==> src/rtl/instruction_fetch.sv <==
// Instruction fetch stage: word-addressed PC, on-chip instruction memory
// that is written through the program-load port, and one registered
// instruction/PC pair handed to the decoder.
// Optional feature: define IFETCH_HALT_EN to stop fetching after a word
// whose opcode field [31:26] is 6'd63.
module instruction_fetch #(
  parameter int IMEM_DEPTH = 64,
  parameter int AW         = 6
) (
  input  logic          clk,
  input  logic          rst,
  input  logic          stall,
  input  logic          redirect,
  input  logic [31:0]   redirect_pc,
  input  logic          load_en,
  input  logic [AW-1:0] load_addr,
  input  logic [31:0]   load_data,
  output logic [31:0]   pc,
  output logic [31:0]   instruction,
  output logic          instr_valid,
  output logic          halted
);

  typedef enum logic {
    RUN  = 1'b0,
    HALT = 1'b1
  } state_t;

  state_t      state_q, state_d;
  logic [31:0] fpc_q, fpc_d;
  logic [31:0] pc_q, pc_d;
  logic [31:0] instr_q, instr_d;
  logic        valid_q, valid_d;
  logic [31:0] rd_word;

  logic [31:0] imem_q [IMEM_DEPTH];

  // Program-load writes; a redirect or an active reset cancels the write.
  always_ff @(posedge clk) begin
    if (load_en && !redirect && !rst) begin
      imem_q[load_addr] <= load_data;
    end
  end

  // Combinational read at the fetch pointer; upper PC bits do not index.
  always_comb begin
    rd_word = imem_q[fpc_q[AW-1:0]];
  end

  // Next-state and fetch control: redirect, then stall, then load, then halt.
  always_comb begin
    state_d = state_q;
    fpc_d   = fpc_q;
    pc_d    = pc_q;
    instr_d = instr_q;
    valid_d = valid_q;
    if (redirect) begin
      fpc_d   = redirect_pc;
      instr_d = 32'd0;
      valid_d = 1'b0;
      state_d = RUN;
    end else if (stall) begin
      // Everything holds; a concurrent load still writes memory.
    end else if (load_en) begin
      valid_d = 1'b0;
    end else if (state_q == HALT) begin
      valid_d = 1'b0;
    end else begin
      instr_d = rd_word;
      pc_d    = fpc_q;
      valid_d = 1'b1;
      fpc_d   = fpc_q + 32'd1;
`ifdef IFETCH_HALT_EN
      if (rd_word[31:26] == 6'd63) begin
        state_d = HALT;
      end
`endif
    end
  end

  // Control and output registers, cleared immediately by reset.
  always_ff @(posedge clk or posedge rst) begin
    if (rst) begin
      state_q <= RUN;
      fpc_q   <= 32'd0;
      pc_q    <= 32'd0;
      instr_q <= 32'd0;
      valid_q <= 1'b0;
    end else begin
      state_q <= state_d;
      fpc_q   <= fpc_d;
      pc_q    <= pc_d;
      instr_q <= instr_d;
      valid_q <= valid_d;
    end
  end

  assign pc          = pc_q;
  assign instruction = instr_q;
  assign instr_valid = valid_q;
`ifdef IFETCH_HALT_EN
  assign halted      = (state_q == HALT);
`else
  assign halted      = 1'b0;
`endif

endmodule

==> config.mk <==
export PLATFORM = sky130hd
export DESIGN_NAME = instruction_fetch
export DESIGN_NICKNAME = d
export VERILOG_FILES = /design/src/rtl/instruction_fetch.sv
export SDC_FILE = /design/constraint.sdc
export NUM_CORES = 2
export LEC_CHECK = 0
export BUFFER_PORTS_ARGS = -buffer_cell sky130_fd_sc_hd__buf_2
export CAP_MARGIN = 25
export CORE_MARGIN = 1.5
export CORE_UTILIZATION = 50
export CTS_BUF_LIST = sky130_fd_sc_hd__clkbuf_2
export DETAILED_ROUTE_END_ITERATION = 6
export PLACE_DENSITY = 0.73
export RECOVER_POWER = 100
export SYNTH_ARGS = -nofsm -noshare
export SYNTH_HDL_FRONTEND = slang
export SYNTH_SLANG_ARGS = --single-unit
export TNS_END_PERCENT = 10
==> constraint.sdc <==
create_clock -name clk -period 2.5 [get_ports clk]
set_input_delay 0.125 -clock clk [delete_from_list [all_inputs] [get_ports clk]]
set_output_delay 0.125 -clock clk [all_outputs]
set_load 0.02 [all_outputs]
==> out/results.tsv <==
stage	metric	value	unit
logic_synthesis	synth_edf_count	2048	
worst_hold_path	worstHoldPathType	in2reg	
timing	fin_ws	-0.198	ns
timing	finalSetupViolCount	590	
timing	maxSlewViolCount	853	
final_layout	design_area	97000	um^2
worst_hold_path	whs_endpoint	imem_q[6][28]$_DFFE_PP_	
setup_path	reg2reg_slack	-0.10	ns
setup_path	worst_setup_path_end_kind	register	
setup_path	cp_max_fo	21	
setup_path	crit_slowest_cell	dlygate4sd3_1	
drt	drtAntennaViolNets	0	
logic_synthesis	yosys-top-cells-area	edfxtp_1 75%, mux4_2 12%, dfrtp_1 3.0%	
clock_tree	cts_inserted_buffers	534	
logic_synthesis	avgSynthCellArea	21.5	um^2
drt	routed_wl	228	mm
final_layout	final_core_util	0.595	
drt	route.detailed.drc	1	
job	cap_viol_max_count	23	
setup_path	path_common_cell	dlygate4sd3_1	
run_status	failed_checks	DRC, capacitance limit, slew limit, setup timing	
floorplanning	core_area	163000	um^2
floorplanning	dieArea	167000	um^2
global_route	grt_use_total	0.271	
timing	skew	0.192	ns
logic_synthesis	yosysUniqueCellTypes	61	
final_layout	stdcell_count	7545	
setup_path	path_class	in2reg	
global_route	grt_max_degree	65	
setup_path	rr_worst_depth	10	
setup_path	cp_num_buf_inv	6	
final_layout	drive_gt1_frac	0.376	
power	p_total	71.1	mW
clock_tree	cts.clk_slew.worst_paths	0.12	ns
logic_synthesis	ys.warnings.count	0	
setup_path	rr_endpoint	instruction[27]$_DFFE_PP0P_	
drt	vias_per_cell	6.14	
logic_synthesis	ys_ff_latch	2145	
global_route	grt_overflow	0	
power	ir_worst_vdd	0.657	mV
timing	timing.fmax	0.371	GHz
logic_synthesis	synthesis.instances	3825	
logic_synthesis	syn_nets	3901	
floorplanning	num_io_pins	141	
logic_synthesis	netlist_area	82300	um^2
final_layout	nets	5085	
clock_tree	cts_buffer_depth	4	
drt	drt_iter0_markers	6082	
setup_path	cp_top_family	buffers and inverters	
logic_synthesis	synth_top_cell_by_area	edfxtp_1	
timing	worstMarginPinSlew	2.50	ns
clock_tree	insertion_delay	1.79	ns
power	p_per_area	733	nW/um^2
floorplanning	die_w	409	um
worst_hold_path	hold-path-cell-count	5	
floorplanning	initial_core_util	0.504	
final_layout	area_growth	17.9	%
placed_design	place_congestion	0.885	
global_route	grt_pass1_vias	47795	
global_route	antenna_found_initial	16	
setup_path	cp.required	3.82	ns
setup_path	timing.rr.start	fpc_q[0]$_DFFE_PP0P_	
floorplanning	num_rows	148	
logic_synthesis	synthFlopType	edfxtp_1	
logic_synthesis	synth_top_area_frac	0.748	
timing	hold_violations	0	
clock_tree	cts_tree	yes	
timing	layout_min_cycle_time	2.70	ns
placed_design	io_buffers	139	
run_status	outcome	finished, violations left	
setup_path	cp_slowest_stage_delay	0.84	ns
floorplanning	die_h	409	um
timing	holdWs	0.165	ns
logic_synthesis	async_flop_share	0.0452	
drt	post_drt_wl_per_cell	30.2	um
logic_synthesis	yosysSeqAreaShare	0.777	
setup_path	start_kind	input pin	
global_route	grt_pass1_wl	325	mm
worst_hold_path	worstHoldStart	load_addr[3]	
placed_design	dpl_cell_area	90400	um^2
setup_path	crit_chain	dlygate4sd3_1 > clkbuf_1 > dlygate4sd3_1 > clkinvlp_4 > and4_2 > clkdlybuf4s25_1 > nand2_2 > nor2_1 > buf_4	
timing	slew_headroom	-0.669	
placed_design	post-dp-hpwl	130	mm
power	p_leak	32.5	nW
setup_path	arrival	4.02	ns
timing	rsz0062_at_grt	yes	
drt	dr.pass1.iters	7	
placed_design	dp.cells	6361	
clock_tree	cts_sinks	2145	
clock_tree	cts.htree.levels	6	
clock_tree	cts_root_buffer	clkbuf_2	
timing	finalCritPeriodShare	1.08	
drt	vias	46310	
-- logic make-up (layout without fill, tap and decap cells) --
group | Yosys count | count (layout) | share of synthesized area
multiplexers | 682 | 682 | 0.150
buffers and inverters | 231 | 1763 | 0.0151
other | 1 | 14 | 0.0000456
AO/OA/AOI/OAI | 361 | 361 | 0.0325
flip-flops | 2145 | 2145 | 0.777
adder cells (fa/ha/maj) | 1 | 1 | 0.000152
AND/OR/NAND/NOR | 383 | 383 | 0.0226
XOR/XNOR | 21 | 21 | 0.00224
-- per-stage QoR --
| stage | setup TNS, ns | setup WS, ns |
|---|---|---|
| 3_3_place_gp | -4.69 | -0.902 |
| 4_1_cts | -8.14 | -0.243 |
| 2_1_floorplan | -666.55 | -0.447 |
| 3_5_place_dp | -3.90 | -0.640 |
| 5_1_grt | -10.13 | -0.230 |
| 6_report | -28.68 | -0.198 |
-- power by group --
group	internal (mW)	switching (mW)
registers	39.6	0.320
logic	3.72	4.35
clock network	9.28	13.8
total	52.6	18.5
-- cell usage after synthesis (10+ instances only) --
master and count:
a2111oi_0 23, a21boi_0 19, a221o_1 25, a22oi_1 18, buf_1 14, buf_2 78, buf_4 18, buf_6 24
clkbuf_1 76, dfrtp_1 97, edfxtp_1 2048, inv_1 16, mux2_2 89, mux2i_1 160, mux4_2 433, nand2_1 84
nand3_1 25, nor2_1 153, nor2b_1 10, nor3_1 19, nor3b_1 12, nor4_1 30, o21ai_0 30, o221ai_1 58
o22a_1 25, o22ai_1 129, xnor2_1 17
-- cells in the final DEF, fill, tap and decap left out, types with 23 or more instances in the layout --
master / n
dlygate4sd3_1: 223
clkbuf_2: 851
o22ai_1: 104
o21ai_0: 28
buf_12: 70
buf_2: 80
nand2_1: 80
mux2_2: 87
clkinv_1: 95
edfxtp_1: 2048
a221o_1: 25
clkbuf_1: 65
nor2_1: 128
dfrtp_1: 77
nor4_1: 26
buf_4: 216
o221ai_1: 49
nand3_1: 23
o22ai_2: 25
o22a_1: 25
buf_6: 79
mux4_2: 433
mux2i_1: 155
-- how the worst max path moves through the flow --
stage | depth (start not counted) | from | to | slack (ns)
floorplan | 4 | rst | imem_q[4][0]$_DFFE_PP_ | -0.45
global placement | 8 | fpc_q[0]$_DFFE_PP0P_ | instruction[21]$_DFFE_PP0P_ | -0.90
detailed placement | 8 | fpc_q[1]$_DFFE_PP0P_ | instruction[8]$_DFFE_PP0P_ | -0.64
CTS | 1 | instruction[27]$_DFFE_PP0P_ | instruction[27] | -0.24
global route | 1 | instruction[27]$_DFFE_PP0P_ | instruction[27] | -0.23
finish | 9 | rst | imem_q[62][17]$_DFFE_PP_ | -0.20
-- worst register-to-register path: stages, from the launching register on --
cell	delay [ns]
dfrtp_4	0.50
buf_12	0.17
buf_12	0.17
buf_16	0.18
buf_8	0.16
nand3b_1	0.17
buf_12	0.16
buf_4	0.17
o22ai_2	0.10
nor4_4	0.50
a221o_1	0.26
-- state kept, by name, summed over array words and instances (netlist names) --
name	cells
imem_q	2048
fpc_q	32
instruction	32
pc	32
instr_valid	1
-- layer usage --
metal / wire length [um] / vias to the layer above / GRT usage / share of wire
li1: - / 18808 / - / -
met2: 109000 / 3193 / 0.430 / 0.48
met5: 118 / - / 0 / 0.00052
met3: 28300 / 561 / 0.0767 / 0.12
met1: 80600 / 23736 / 0.353 / 0.35
met4: 10300 / 12 / 0.117 / 0.045
-- final cells by class --
class / instances / area (um^2)
clock inverter: 127 / 823
tap: 2175 / 2720
clock buffer: 757 / 3790
sequential: 2145 / 64000
inverter: 17 / 67.6
timing repair buffer: 862 / 7840
antenna: 13 / 32.5
fill: 11517 / 66100
multi-input combinational: 1449 / 17800
-- timing repair --
action,CTS,global route
pin swaps,6,8
gates cloned,6,2
gates resized for setup,131,109
buffers inserted,18,13
hold buffers,246,2
endpoints found under the setup margin,81,573
hold endpoints to repair,4290,10
(Power assumes the default switching activity.)
